### src/rtl/lsu_bus_master.sv
// Load/store unit: one op per handshake, valid/ready bus with byte strobes, single-cycle completion pulse.
// Optional watchdog on stalled bus accesses is compiled in with `define LSU_TIMEOUT_EN.
module lsu_bus_master #(
   parameter int ADDR_W = 32,
   parameter int DATA_W = 32,
   localparam int STRB_W = DATA_W / 8
) (
   input  logic              clk,
   input  logic              rst,
   input  logic              req_valid,
   output logic              req_ready,
   input  logic              req_we,
   input  logic [ADDR_W-1:0] req_addr,
   input  logic [DATA_W-1:0] req_wdata,
   input  logic [1:0]        req_size,
   input  logic              req_unsigned,
   output logic              rsp_valid,
   output logic [DATA_W-1:0] rsp_rdata,
   output logic              rsp_err,
   output logic              bus_valid,
   input  logic              bus_ready,
   output logic              bus_we,
   output logic [ADDR_W-1:0] bus_addr,
   output logic [DATA_W-1:0] bus_wdata,
   output logic [STRB_W-1:0] bus_wstrb,
   input  logic              bus_rvalid,
   output logic              bus_rready,
   input  logic [DATA_W-1:0] bus_rdata,
   input  logic              bus_rerr
);

   localparam int OFF_W = $clog2(STRB_W);

   typedef enum logic [1:0] {IDLE, ADDR, DATA, RESP} state_e;

   state_e state_q, state_d;

   logic              we_q, we_d;
   logic [ADDR_W-1:0] addr_q, addr_d;
   logic [OFF_W-1:0]  off_q, off_d;
   logic [1:0]        size_q, size_d;
   logic              uns_q, uns_d;
   logic [DATA_W-1:0] wdata_q, wdata_d;
   logic [STRB_W-1:0] strb_q, strb_d;
   logic [DATA_W-1:0] rdata_q, rdata_d;
   logic              err_q, err_d;

   logic              misaligned;
   logic              illegal;
   logic              timeout;
   logic [OFF_W-1:0]  reqOff;
   logic [STRB_W-1:0] sizeMask;
   logic [DATA_W-1:0] laneData;
   logic [DATA_W-1:0] loadExt;

`ifdef LSU_TIMEOUT_EN
   logic [7:0] wdog_q, wdog_d;

   // The watchdog restarts on every state change; the abandon fires while the count reads 254,
   // so the FSM reaches RESP 255 cycles after entering ADDR.
   always_comb begin
      wdog_d = 8'd0;
      if ((state_d == state_q) && ((state_q == ADDR) || (state_q == DATA))) begin
         wdog_d = wdog_q + 8'd1;
      end
   end

   always_ff @(posedge clk or negedge rst) begin
      if (!rst) begin
         wdog_q <= 8'd0;
      end else begin
         wdog_q <= wdog_d;
      end
   end

   assign timeout = ((state_q == ADDR) || (state_q == DATA)) && (wdog_q == 8'd254);
`else
   assign timeout = 1'b0;
`endif

   always_comb begin
      reqOff = req_addr[OFF_W-1:0];
      case (req_size)
         2'd0:    misaligned = 1'b0;
         2'd1:    misaligned = req_addr[0];
         2'd2:    misaligned = |req_addr[1:0];
         default: misaligned = |req_addr[2:0];
      endcase
      case (req_size)
         2'd0:    sizeMask = STRB_W'(8'h01);
         2'd1:    sizeMask = STRB_W'(8'h03);
         2'd2:    sizeMask = STRB_W'(8'h0F);
         default: sizeMask = STRB_W'(8'hFF);
      endcase
      illegal = misaligned || ((req_size == 2'd3) && (DATA_W != 64));
   end

   // Bring the addressed lane down to bit 0, then extend from the access size.
   always_comb begin
      laneData = bus_rdata >> {off_q, 3'b000};
      case (size_q)
         2'd0:    loadExt = uns_q ? DATA_W'(laneData[7:0])  : DATA_W'(signed'(laneData[7:0]));
         2'd1:    loadExt = uns_q ? DATA_W'(laneData[15:0]) : DATA_W'(signed'(laneData[15:0]));
         2'd2:    loadExt = uns_q ? DATA_W'(laneData[31:0]) : DATA_W'(signed'(laneData[31:0]));
         default: loadExt = laneData;
      endcase
   end

   always_ff @(posedge clk or negedge rst) begin
      if (!rst) begin
         state_q <= IDLE;
      end else begin
         state_q <= state_d;
      end
   end

   always_comb begin
      state_d = state_q;
      case (state_q)
         IDLE: begin
            if (req_valid) begin
               state_d = illegal ? RESP : ADDR;
            end
         end
         ADDR: begin
            if (bus_ready) begin
               state_d = DATA;
            end else if (timeout) begin
               state_d = RESP;
            end
         end
         DATA: begin
            if (bus_rvalid || timeout) begin
               state_d = RESP;
            end
         end
         default: state_d = IDLE;
      endcase
   end

   // Request fields are captured on accept; the bus address is stored already aligned to the bus width.
   always_comb begin
      we_d    = we_q;
      addr_d  = addr_q;
      off_d   = off_q;
      size_d  = size_q;
      uns_d   = uns_q;
      wdata_d = wdata_q;
      strb_d  = strb_q;
      rdata_d = rdata_q;
      err_d   = err_q;
      if ((state_q == IDLE) && req_valid) begin
         we_d    = req_we;
         addr_d  = {req_addr[ADDR_W-1:OFF_W], {OFF_W{1'b0}}};
         off_d   = reqOff;
         size_d  = req_size;
         uns_d   = req_unsigned;
         wdata_d = req_wdata << {reqOff, 3'b000};
         strb_d  = req_we ? (sizeMask << reqOff) : '0;
         err_d   = illegal;
         rdata_d = '0;
      end else if ((state_q == DATA) && bus_rvalid) begin
         err_d   = bus_rerr;
         rdata_d = (we_q || bus_rerr) ? '0 : loadExt;
      end else if (timeout) begin
         err_d   = 1'b1;
         rdata_d = '0;
      end
   end

   always_ff @(posedge clk or negedge rst) begin
      if (!rst) begin
         we_q    <= 1'b0;
         addr_q  <= '0;
         off_q   <= '0;
         size_q  <= 2'd0;
         uns_q   <= 1'b0;
         wdata_q <= '0;
         strb_q  <= '0;
         rdata_q <= '0;
         err_q   <= 1'b0;
      end else begin
         we_q    <= we_d;
         addr_q  <= addr_d;
         off_q   <= off_d;
         size_q  <= size_d;
         uns_q   <= uns_d;
         wdata_q <= wdata_d;
         strb_q  <= strb_d;
         rdata_q <= rdata_d;
         err_q   <= err_d;
      end
   end

   // Outputs are decoded from state so an asynchronous reset drops them immediately.
   always_comb begin
      req_ready  = (state_q == IDLE);
      bus_valid  = (state_q == ADDR);
      bus_we     = (state_q == ADDR) && we_q;
      bus_addr   = (state_q == ADDR) ? addr_q : '0;
      bus_wdata  = (state_q == ADDR) ? wdata_q : '0;
      bus_wstrb  = (state_q == ADDR) ? strb_q : '0;
      bus_rready = (state_q == DATA);
      rsp_valid  = (state_q == RESP);
      rsp_rdata  = (state_q == RESP) ? rdata_q : '0;
      rsp_err    = (state_q == RESP) && err_q;
   end

endmodule

### config.mk
export PLATFORM = sky130hd
export DESIGN_NAME = lsu_bus_master
export DESIGN_NICKNAME = d
export VERILOG_FILES = /design/src/rtl/lsu_bus_master.sv
export SDC_FILE = /design/constraint.sdc
export NUM_CORES = 1
export LEC_CHECK = 0
export BUFFER_PORTS_ARGS = -buffer_cell sky130_fd_sc_hd__buf_2
export CAP_MARGIN = 20
export CORE_UTILIZATION = 50
export CTS_BUF_LIST = sky130_fd_sc_hd__clkbuf_4 sky130_fd_sc_hd__clkbuf_8
export CTS_CLUSTER_SIZE = 10
export DETAILED_ROUTE_END_ITERATION = 7
export PLACE_DENSITY = 0.81
export SETUP_SLACK_MARGIN = 0.1
export SYNTH_ARGS = -nofsm -noshare
export SYNTH_HDL_FRONTEND = slang
export SYNTH_SLANG_ARGS = --single-unit
### constraint.sdc
create_clock -name clk -period 2.6 [get_ports clk]
set_input_delay 0.65 -clock clk [delete_from_list [all_inputs] [get_ports clk]]
set_output_delay 0.65 -clock clk [all_outputs]
set_load 0.005 [all_outputs]
==> summary.md <==
| Metric | Value |
|---|---|
| Initial antenna violation count | `1` |
| Y dimension of the die | `around 110 µm` |
| Root Buffer Master | `clkbuf_8` |
| Post-CTS Setup Inserts | `0` |
| Transition time of the tightest slew-check pin | `0.921 ns` |
| Routed len/inst | `16.1 µm` |
| Async set or reset register ratio after synthesis | `1.00` |
| Period utilisation layout | `0.904` |
| Final Routed Wirelength | `15,400 µm` |
| Number of synthesized flops with an enable pin | `0` |
| Worst clock skew | `roughly 0.0079 ns` |
| Leakage power summed over all cells | `approximately 3.8 nW` |
| Register-to-Register Path Depth | `7` |
| Pin count of the biggest net entering global routing | `74` |
| Layout cell share with drive strength beyond 1 | `0.322` |
| Total number of H-tree levels | `3` |
| Termination of the worst setup path | `rdata_q[27]` |
| Pins Over Slew Limit | `0` |
| CP Data Required Time | `2.90 ns` |
| Crit path time final | `2.35 ns` |
| Critical Path End Type | `flop` |
| Result of the run | `finished, final reports clean` |
| Worst IR drop on VDD | `0.000592 V` |
| DRC violation total after the first TritonRoute iteration | `309` |
| Total iterations of the first detailed-routing run | `5` |
| Initial core utilization | `0.520` |
| Hold_ws | `0.214 ns` |
| Power density over cell area | `934 nW/µm²` |
| Fraction of synthesized cell area taken by the top area cell type | `0.469` |
| Count of boundary I/O pins | `212` |
| Worst Path Arrival | `2.65 ns` |
| Vias in the first global route | `4,877` |
| Worst min path class | `input port to asynchronous set/reset pin` |
| Yosys cell types | `37` |
| CTS clock-pin slew for the worst setup and hold paths | `0.10 ns` |
| Worst setup path startpoint | `state_q[0]` |
| Cell area reported after detailed placement | `6840 µm²` |
| Number of standard cells in the layout, taps in and fillers out | `957` |
| Total GRT Usage | `0.266` |
| Area inside the core boundary | `11,000 µm²` |
| Clock sinks | `roughly 110` |
| Clock insertion delay at the later pin of the skew report | `0.36 ns` |
| Synthesis-to-layout area growth | `23.6%` |
| Crit path launch type | `flop` |
| TritonCTS clock tree | `done` |
| Horizontal die dimension | `109 µm` |
| Vias after detailed routing | `roughly 5,200` |
| Final Cell Area | `7060 µm²` |
| Synth Flop Type | `dfrtp_1` |
| Layout net count | `922` |
| Via density | `5.40` |
| Total gr overflow | `0` |
| Rows | `38` |
| Setup violators final | `0` |
| Peak fanout along the critical path | `19` |
| Count of yosys warnings during synthesis | `0` |
| Worst R2R End | `rdata_q[27]` |
| Post-CTS Hold Fix Bufs | `0` |
| Syn avg cell area | `9.08 µm²` |
| Number of remaining DRC errors | `0` |
| Clock Tree Buf Depth | `2` |
| Post-synthesis sequential area ratio | `0.469` |
| Number of flip-flops and latches in the synthesized netlist | `107` |
| Final hold violation count | `0` |
| Post-synth design cell area | `5710 µm²` |
| Main area contributors after synthesis | `dfrtp_1 (47%), and2_1 (11%), nand2_1 (9.5%)` |
| Dpl cells | `about 940` |
| Critical R2R Launch | `state_q[0]` |
| Port bufs | `209` |
| Cell type with the highest aggregate area in the netlist | `dfrtp_1` |
| Die area | `11,900 µm²` |
| Antenna-violating nets left | `0` |
| Inserted Diodes | `0` |
| Final TNS setup | `0 ns` |
| Fillers | `between 900 and 1,000` |
| Post-DP HPWL | `between 10,000 and 15,000 µm` |
| Clock buffer count from CTS | `9` |
| Final GP Congestion | `a little under 0.9` |
| Wire length of the first global-routing pass | `24,300 µm` |
| Slew HR | `0.381` |
| R2R setup slack | `0.25 ns` |
| Fmax | `between 400 and 500 MHz` |
| Number of max-cap violations | `0` |
| RSZ-0062 raised after global routing | `no` |
| Post-synthesis cell count | `around 630` |
| Setup CP Type | `flop to flop` |
per-layer routing:
layer  wire, µm  global-route usage  vias up
li1           -                   -     2462
met4        239              0.0840        0
met3       1160              0.0616       15
met5          0                   0        -
met1       6620               0.350     2469
met2       7420               0.436      221
cell families after synthesis:
| family | synth area share |
|---|---|
| buffers and inverters | 0.0418 |
| DFF | 0.469 |
| other | 0.000657 |
| AOI/OAI and AO/OA | 0.134 |
| muxes | 0.0916 |
| adders and majority gates | 0.00876 |
| and+or+nand+nor | 0.254 |
registers in the layout (all words and copies together), names as in the netlist:
signal	cells
wdata_q	32
addr_q	30
err_q	1
state_q	2
uns_q	1
size_q	2
we_q	1
off_q	2
rdata_q	32
strb_q	4
synthesized netlist by cell type (2+ instances only):
library cell,number
nand2_1,145
dfrtp_1,107
and2_1,100
o21ai_0,47
clkbuf_1,36
a21oi_1,34
mux2i_1,32
nor2_1,20
a221o_1,16
mux2_2,16
a22o_1,9
nor2b_1,9
a211oi_1,8
nand3b_1,8
buf_1,6
inv_1,6
ha_1,4
buf_6,3
nand2b_1,3
buf_2,2
buf_4,2
stage by stage:
step	power, mW	setup slack [ns]	util
after floorplan	4.53	0.414	-
after global placement	5.42	0.331	0.623
after detailed placement	5.56	0.251	0.623
after CTS	6.61	0.157	0.642
after global routing	7.08	0.127	0.643
final	6.59	0.249	0.643
where the power goes:
group	internal (mW)	total (mW)	switching, mW	leakage, nW
logic	1.26	2.84	1.58	2.32
registers	2.35	2.73	0.384	1.39
clock network	0.478	1.02	0.542	0.103
worst max-delay path, stage by stage, from the launching register on:
cell	delay [ns]
dfrtp_1	0.43
inv_1	0.11
ha_1	0.29
and2_4	0.26
or4_4	0.57
nor4b_4	0.24
buf_4	0.24
a221o_1	0.14
layout by cell type (no fill, tap or decap), types with 2 or more instances in the layout:
cell / count
buf_2: 208
a221o_1: 16
a211oi_1: 8
clkinv_2: 3
nor2b_1: 9
nand2b_1: 3
a22o_1: 9
mux2i_1: 32
clkbuf_8: 10
mux2_2: 16
a21oi_1: 33
ha_1: 2
nor2_1: 19
conb_1: 2
nand2_1: 144
and2_1: 100
buf_4: 9
dfrtp_1: 107
nand3b_1: 8
buf_12: 2
inv_1: 6
o21ai_0: 47
cell type report:
| type | count | area (µm²) | area share |
|---|---|---|---|
| tap | 140 | 175 | 0.0248 |
| sequential | 107 | 2680 | 0.379 |
| timing repair buffer | 220 | 1160 | 0.164 |
| clock inverter | 5 | 52.6 | 0.00744 |
| clock buffer | 11 | 145 | 0.0206 |
| inverter | 6 | 22.5 | 0.00319 |
| multi-input combinational | 468 | 2830 | 0.400 |
repair_timing:
action	CTS	global route
gates cloned	0	0
setup endpoints to repair	38	17
gates resized for setup	2	3
how the worst min path moves through the flow:
stage	to	slack (ns)	cells after the start	from
floorplan	addr_q[10]	0.35	0	rst
global placement	addr_q[7]	0.45	2	addr_q[7]
detailed placement	addr_q[5]	0.46	2	addr_q[5]
CTS	wdata_q[13]	0.21	1	rst
global route	wdata_q[6]	0.23	1	rst
finish	wdata_q[15]	0.21	1	rst
(Power assumes the default switching activity.)
